### config.mk
export PLATFORM = sky130hd
export DESIGN_NAME = dma
export DESIGN_NICKNAME = d
export VERILOG_FILES = /design/src/rtl/dma.sv
export SDC_FILE = /design/constraint.sdc
export NUM_CORES = 2
export LEC_CHECK = 0
export CAP_MARGIN = 10
export CORE_MARGIN = 4
export CORE_UTILIZATION = 63
export DETAILED_ROUTE_END_ITERATION = 10
export PLACE_DENSITY_LB_ADDON = 0.15
export SETUP_SLACK_MARGIN = 0.02
export SYNTH_ARGS = -nofsm -noshare
export SYNTH_HDL_FRONTEND = slang
export SYNTH_SLANG_ARGS = --single-unit
### constraint.sdc
create_clock -name clk -period 15.05 [get_ports clk]
set_clock_uncertainty 0.15 [all_clocks]
set_input_delay 4.515 -clock clk [delete_from_list [all_inputs] [get_ports clk]]
set_output_delay 4.515 -clock clk [all_outputs]
set_load 0.005 [all_outputs]
### src/rtl/dma.sv
// Word-serial DMA: fetches layer info, kernel blocks or an fmi tile from external
// memory one word per request and streams the words into on-chip RAM.
module dma #(
  parameter logic [31:0] OFFSET_INF_CONV = 32'h0000_0000,
  parameter logic [31:0] OFFSET_FMI      = 32'h0000_0100,
  parameter logic [31:0] OFFSET_KEX      = 32'h0010_0000,
  parameter logic [31:0] OFFSET_KPW      = 32'h0018_0000
) (
  input  logic        clk,
  input  logic        rst,
  input  logic        s_op,
  input  logic [2:0]  op,
  input  logic [7:0]  tx_i,
  input  logic [7:0]  ty_i,
  input  logic [7:0]  x_mem_i,
  input  logic [7:0]  y_mem_i,
  output logic        r_request_extmem,
  output logic [31:0] addr_extmem,
  input  logic        r_valid_extmem,
  input  logic [31:0] data_extmem,
  output logic        write,
  output logic [15:0] ram_addr,
  output logic [31:0] ram_data,
  output logic [41:0] inf_conv,
  output logic        e_op
);

  typedef enum logic [2:0] {IDLE, REQ, WAIT, WR, DONE} state_t;
  state_t state;

  logic [2:0]  op_r;
  logic [7:0]  tx_r, ty_r, xm_r, ym_r;
  logic [31:0] k, total;
  logic [7:0]  xo, yo;
  logic [10:0] c;

  logic [7:0]  xo_n, yo_n;
  logic [10:0] c_n;
  logic [31:0] k_n, cnt0, addr0, addr_n;
  logic [7:0]  w_f, h_f;
  logic [10:0] c_f, e_f;

  assign w_f = inf_conv[7:0];
  assign h_f = inf_conv[15:8];
  assign c_f = inf_conv[26:16];
  assign e_f = inf_conv[37:27];

  function automatic logic [31:0] word_addr(input logic [2:0] o, input logic [10:0] cc,
                                            input logic [31:0] y, input logic [31:0] x,
                                            input logic [31:0] kk, input logic [7:0] w,
                                            input logic [7:0] h);
    case (o)
      3'd0:    return OFFSET_INF_CONV + kk;
      3'd1:    return OFFSET_KEX + kk;
      3'd2:    return OFFSET_KPW + kk;
      default: return OFFSET_FMI + (32'(cc) * 32'(h) + y) * 32'(w) + x;
    endcase
  endfunction

  // Tile walk: x fastest, then y, then channel.
  always_comb begin
    xo_n = xo + 8'd1;
    yo_n = yo;
    c_n  = c;
    k_n  = k + 32'd1;
    if (xo == xm_r) begin
      xo_n = 8'd0;
      if (yo == ym_r) begin
        yo_n = 8'd0;
        c_n  = c + 11'd1;
      end else begin
        yo_n = yo + 8'd1;
      end
    end
    case (op)
      3'd0:      cnt0 = 32'd2;
      3'd1, 3'd2: cnt0 = 32'(c_f) * 32'(e_f);
      3'd3:      cnt0 = 32'(c_f) * (32'(y_mem_i) + 32'd1) * (32'(x_mem_i) + 32'd1);
      default:   cnt0 = 32'd0;
    endcase
    addr0  = word_addr(op, 11'd0, 32'(ty_i), 32'(tx_i), 32'd0, w_f, h_f);
    addr_n = word_addr(op_r, c_n, 32'(ty_r) + 32'(yo_n), 32'(tx_r) + 32'(xo_n), k_n, w_f, h_f);
  end

  always_ff @(posedge clk or negedge rst) begin
    if (!rst) begin
      state            <= IDLE;
      op_r             <= '0;
      tx_r             <= '0;
      ty_r             <= '0;
      xm_r             <= '0;
      ym_r             <= '0;
      k                <= '0;
      total            <= '0;
      xo               <= '0;
      yo               <= '0;
      c                <= '0;
      r_request_extmem <= 1'b0;
      addr_extmem      <= '0;
      write            <= 1'b0;
      ram_addr         <= '0;
      ram_data         <= '0;
      inf_conv         <= '0;
      e_op             <= 1'b0;
    end else begin
      case (state)
        IDLE: if (s_op) begin
          op_r     <= op;
          tx_r     <= tx_i;
          ty_r     <= ty_i;
          xm_r     <= x_mem_i;
          ym_r     <= y_mem_i;
          k        <= '0;
          xo       <= '0;
          yo       <= '0;
          c        <= '0;
          ram_addr <= '0;
          total    <= cnt0;
          if (op[2] || cnt0 == 32'd0) begin
            e_op  <= 1'b1;
            state <= DONE;
          end else begin
            r_request_extmem <= 1'b1;
            addr_extmem      <= addr0;
            state            <= REQ;
          end
        end
        REQ: begin
          r_request_extmem <= 1'b0;
          state            <= WAIT;
        end
        WAIT: if (r_valid_extmem) begin
          ram_data <= data_extmem;
          ram_addr <= k[15:0];
          if (op_r == 3'd0) begin
            if (k == 32'd0) inf_conv[31:0]  <= data_extmem;
            else            inf_conv[41:32] <= data_extmem[9:0];
          end else begin
            write <= 1'b1;
          end
          state <= WR;
        end
        WR: begin
          write <= 1'b0;
          if (k == total - 32'd1) begin
            e_op  <= 1'b1;
            state <= DONE;
          end else begin
            k                <= k_n;
            xo               <= xo_n;
            yo               <= yo_n;
            c                <= c_n;
            r_request_extmem <= 1'b1;
            addr_extmem      <= addr_n;
            state            <= REQ;
          end
        end
        DONE: begin
          e_op  <= 1'b0;
          state <= IDLE;
        end
        default: state <= IDLE;
      endcase
    end
  end

endmodule

==> summary.md <==
| Metric | Value |
|---|---|
| Status | completed |
| Nets | 5554 |
| GRT Total Usage | 0.326 |
| YS warnings | 0 |
| Number of global-route vias before repair | 32000 |
| DRT Pass-1 Iters | 6 |
| Fraction of the yosys area taken by sequential cells | 0.163 |
| Top-area cell type share of the netlist area | 0.263 |
| Drt via density | 5.84 |
| Post-route DRC | 0 |
| Largest cells by area after synthesis | fa_1 (26%), dfrtp_1 (16%), ha_1 (11%) |
| DR iter-0 viols | 2375 |
| Commonest non-fill, non-tap cell in the layout | inv_1 |
| H-tree levels | 1 |
| WL/cell | 19.4 µm |
| Worst-skew pair later-pin latency | 600 ps |
| Worst reg2reg endpoint | addr_extmem[24]$_DFFE_PN0P_ |
| Post-Syn Instances | 4410 |
| Clock Tree Root | clkbuf_16 |
| Yosys reg bits | 251 |
| Initial antenna violation count | 2 |
| Worst-path clk slew | 60 ps |
| Worst r2r path cells | 45 |
| Gpl congestion | 0.957 |
| Initial Util | 0.637 |
| Final hold vios | 0 |
| Dpl cells | 5366 |
| Vias | 31700 |
| CP startpoint kind | input pin |
| R2r setup slk | 1620 ps |
| Max-slew violation count | 0 |
| Main synth FF type | dfrtp_1 |
| Max cap viols | 0 |
| Slowest library cell on the worst path | fa_1 |
| Fin area | 43300 µm² |
| Most frequent cells in the layout | inv_1 (682), nand2_1 (607), fa_1 (504) |
| Syn Nets | 5338 |
| Netlist cell types | 86 |
| Hold path depth | 2 |
| Row cnt | 90 |
| Final HPWL DP | 84.0 mm |
| WHS | 326 ps |
| Worst Path Required | 15380 ps |
| Area grow syn2layout | 12.8% |
| Io pins | 196 |
| Worst-Margin Slew | 1280 ps |
| Worst setup path category | in2reg |
| Crit path time final | 14670 ps |
| Rel. slew slack | 0.144 |
| Setup TNS Final | 0 ps |
| Yosys top cell by area | fa_1 |
| Worst Path Buf+Inv | 11 |
| Final WL | 105 mm |
| Worst setup EP type | flip-flop |
| Sink Count | 251 |
| Die Span X | 255 µm |
| Post-synth EDFFs | 0 |
| Cts hold-fix bufs | 0 |
| Mapped Area | 38400 µm² |
| Achievable frequency | 0.0682 GHz |
| Crit path top cell by count | fa_1 |
| Tcrit/Tclk final | 0.975 |
| Crit Reg-Reg Startpoint | xo[2]$_DFFE_PN0P_ |
| Final Setup Violations | 0 |
| First-pass GRT wire length | 170 mm |
| Share of cells above drive strength 1 | 0.0947 |
| Source of the worst hold timing path | ram_addr[0]$_DFFE_PN0P_ |
| Hold EP | ram_addr[0]$_DFFE_PN0P_ |
| Die Area | 65000 µm² |
| TritonCTS clock tree | done |
| Hold crit path type | reg2reg |
| Max incr delay on CP | 610 ps |
| Crit path max-delay family | adder cells |
| TritonCTS buffer count | 29 |
| Cell Area, Placed | 42000 µm² |
| Die height | 255 µm |
| Syn_area_per_cell | 8.72 µm² |
| Asr flop ratio synth | 1.00 |
| CP Max Fanout | 6 |
| WP data arrival | 15000 ps |
| Clk buf depth | 3 |
| Largest net degree at the start of global routing | 87 |
| Final std cells w/o fill | 5431 |
| I/O Buffers | 195 |
| GRT overflow | 0 |
| CORE AREA | 60400 µm² |
| Post-route ant nets | 0 |
cell usage after synthesis (19+ instances only):
| master | count |
|---|---|
| and2_1 | 226 |
| mux2_4 | 19 |
| inv_1 | 686 |
| mux2_2 | 79 |
| xor2_1 | 84 |
| xnor2_1 | 142 |
| or3_1 | 20 |
| a211oi_1 | 20 |
| nand2b_1 | 64 |
| nand4_1 | 32 |
| nand2_1 | 612 |
| ha_1 | 352 |
| nand3_1 | 86 |
| nor3_1 | 46 |
| o21ai_0 | 171 |
| nor4_1 | 26 |
| o31ai_1 | 33 |
| clkbuf_1 | 171 |
| a21o_1 | 35 |
| and3_1 | 25 |
| nor2_1 | 226 |
| a21oi_1 | 139 |
| o22ai_1 | 21 |
| dfrtp_1 | 251 |
| fa_1 | 505 |
| nor2b_1 | 67 |
worst min-delay path, stage by stage (launching register included):
cell and delay [ps]:
dfrtp_1 340, nand2_1 40, o21ai_0 60
repair_timing:
item,in CTS,in global routing
setup endpoints to repair,32,36
buffers inserted,5,5
gates resized for setup,10,66
cloned,1,1
pin swaps,16,41
endpoints found under the hold margin,0,0
layout make-up:
cell class	count	area [µm²]
Timing Repair Buffer	387	3450
Antenna cell	2	5.00
Fill cell	4791	17000
Clock inverter	12	98.8
Tap cell	782	978
Sequential cell	251	6280
Clock buffer	40	827
Inverter	688	2580
Multi-Input combinational cell	3269	29100
cells by family (layout without fill, tap and decap cells):
logic type / count (synthesis) / count (layout) / share of synthesized area
adders and majority gates: 857 / 857 / 0.378
buffers and inverters: 890 / 1127 / 0.0892
AOI/OAI and AO/OA: 584 / 584 / 0.0978
muxes: 108 / 108 / 0.0332
xor gates and xnor gates: 226 / 226 / 0.0515
and+or+nand+nor: 1494 / 1494 / 0.187
DFF: 251 / 251 / 0.163
other: 0 / 2 / 0
sequential cells by signal, indices dropped and copies added, names as in the netlist:
name,cells
k,32
ym_r,8
write,1
ram_data,32
xo,8
addr_extmem,32
yo,8
ty_r,8
inf_conv,42
xm_r,8
total,29
r_request_extmem,1
state,3
ram_addr,16
c,11
op_r,3
e_op,1
tx_r,8
stage by stage:
| stage | utilization | worst slack [ps] |
|---|---|---|
| 4_1_cts | 0.713 | 10.6 |
| 5_1_grt | 0.718 | -53.3 |
| 6_report | 0.718 | 382 |
| 3_3_place_gp | 0.696 | -568 |
| 3_5_place_dp | 0.696 | -744 |
| 2_1_floorplan | - | 28.0 |
routing by layer:
metal | GRT usage | vias up | routed length, µm
met5 | 0 | - | 0
met4 | 0.124 | 0 | 4810
met3 | 0.0431 | 272 | 7500
met2 | 0.536 | 1244 | 49800
met1 | 0.445 | 15600 | 43200
li1 | - | 14600 | -
how the worst max path moves through the flow:
stage / startpoint / end / slack, ps / cells after the start
floorplan: y_mem_i[0] / addr_extmem[10]$_DFFE_PN0P_ / 30 / 43
global placement: y_mem_i[0] / addr_extmem[0]$_DFFE_PN0P_ / -570 / 42
detailed placement: y_mem_i[0] / addr_extmem[1]$_DFFE_PN0P_ / -740 / 45
CTS: y_mem_i[1] / addr_extmem[1]$_DFFE_PN0P_ / 10 / 43
global route: y_mem_i[0] / addr_extmem[1]$_DFFE_PN0P_ / -50 / 47
finish: y_mem_i[0] / addr_extmem[1]$_DFFE_PN0P_ / 380 / 47
Power is not shown: default switching activity piles up to over one toggle a cycle in this logic, so the estimate is an artifact.
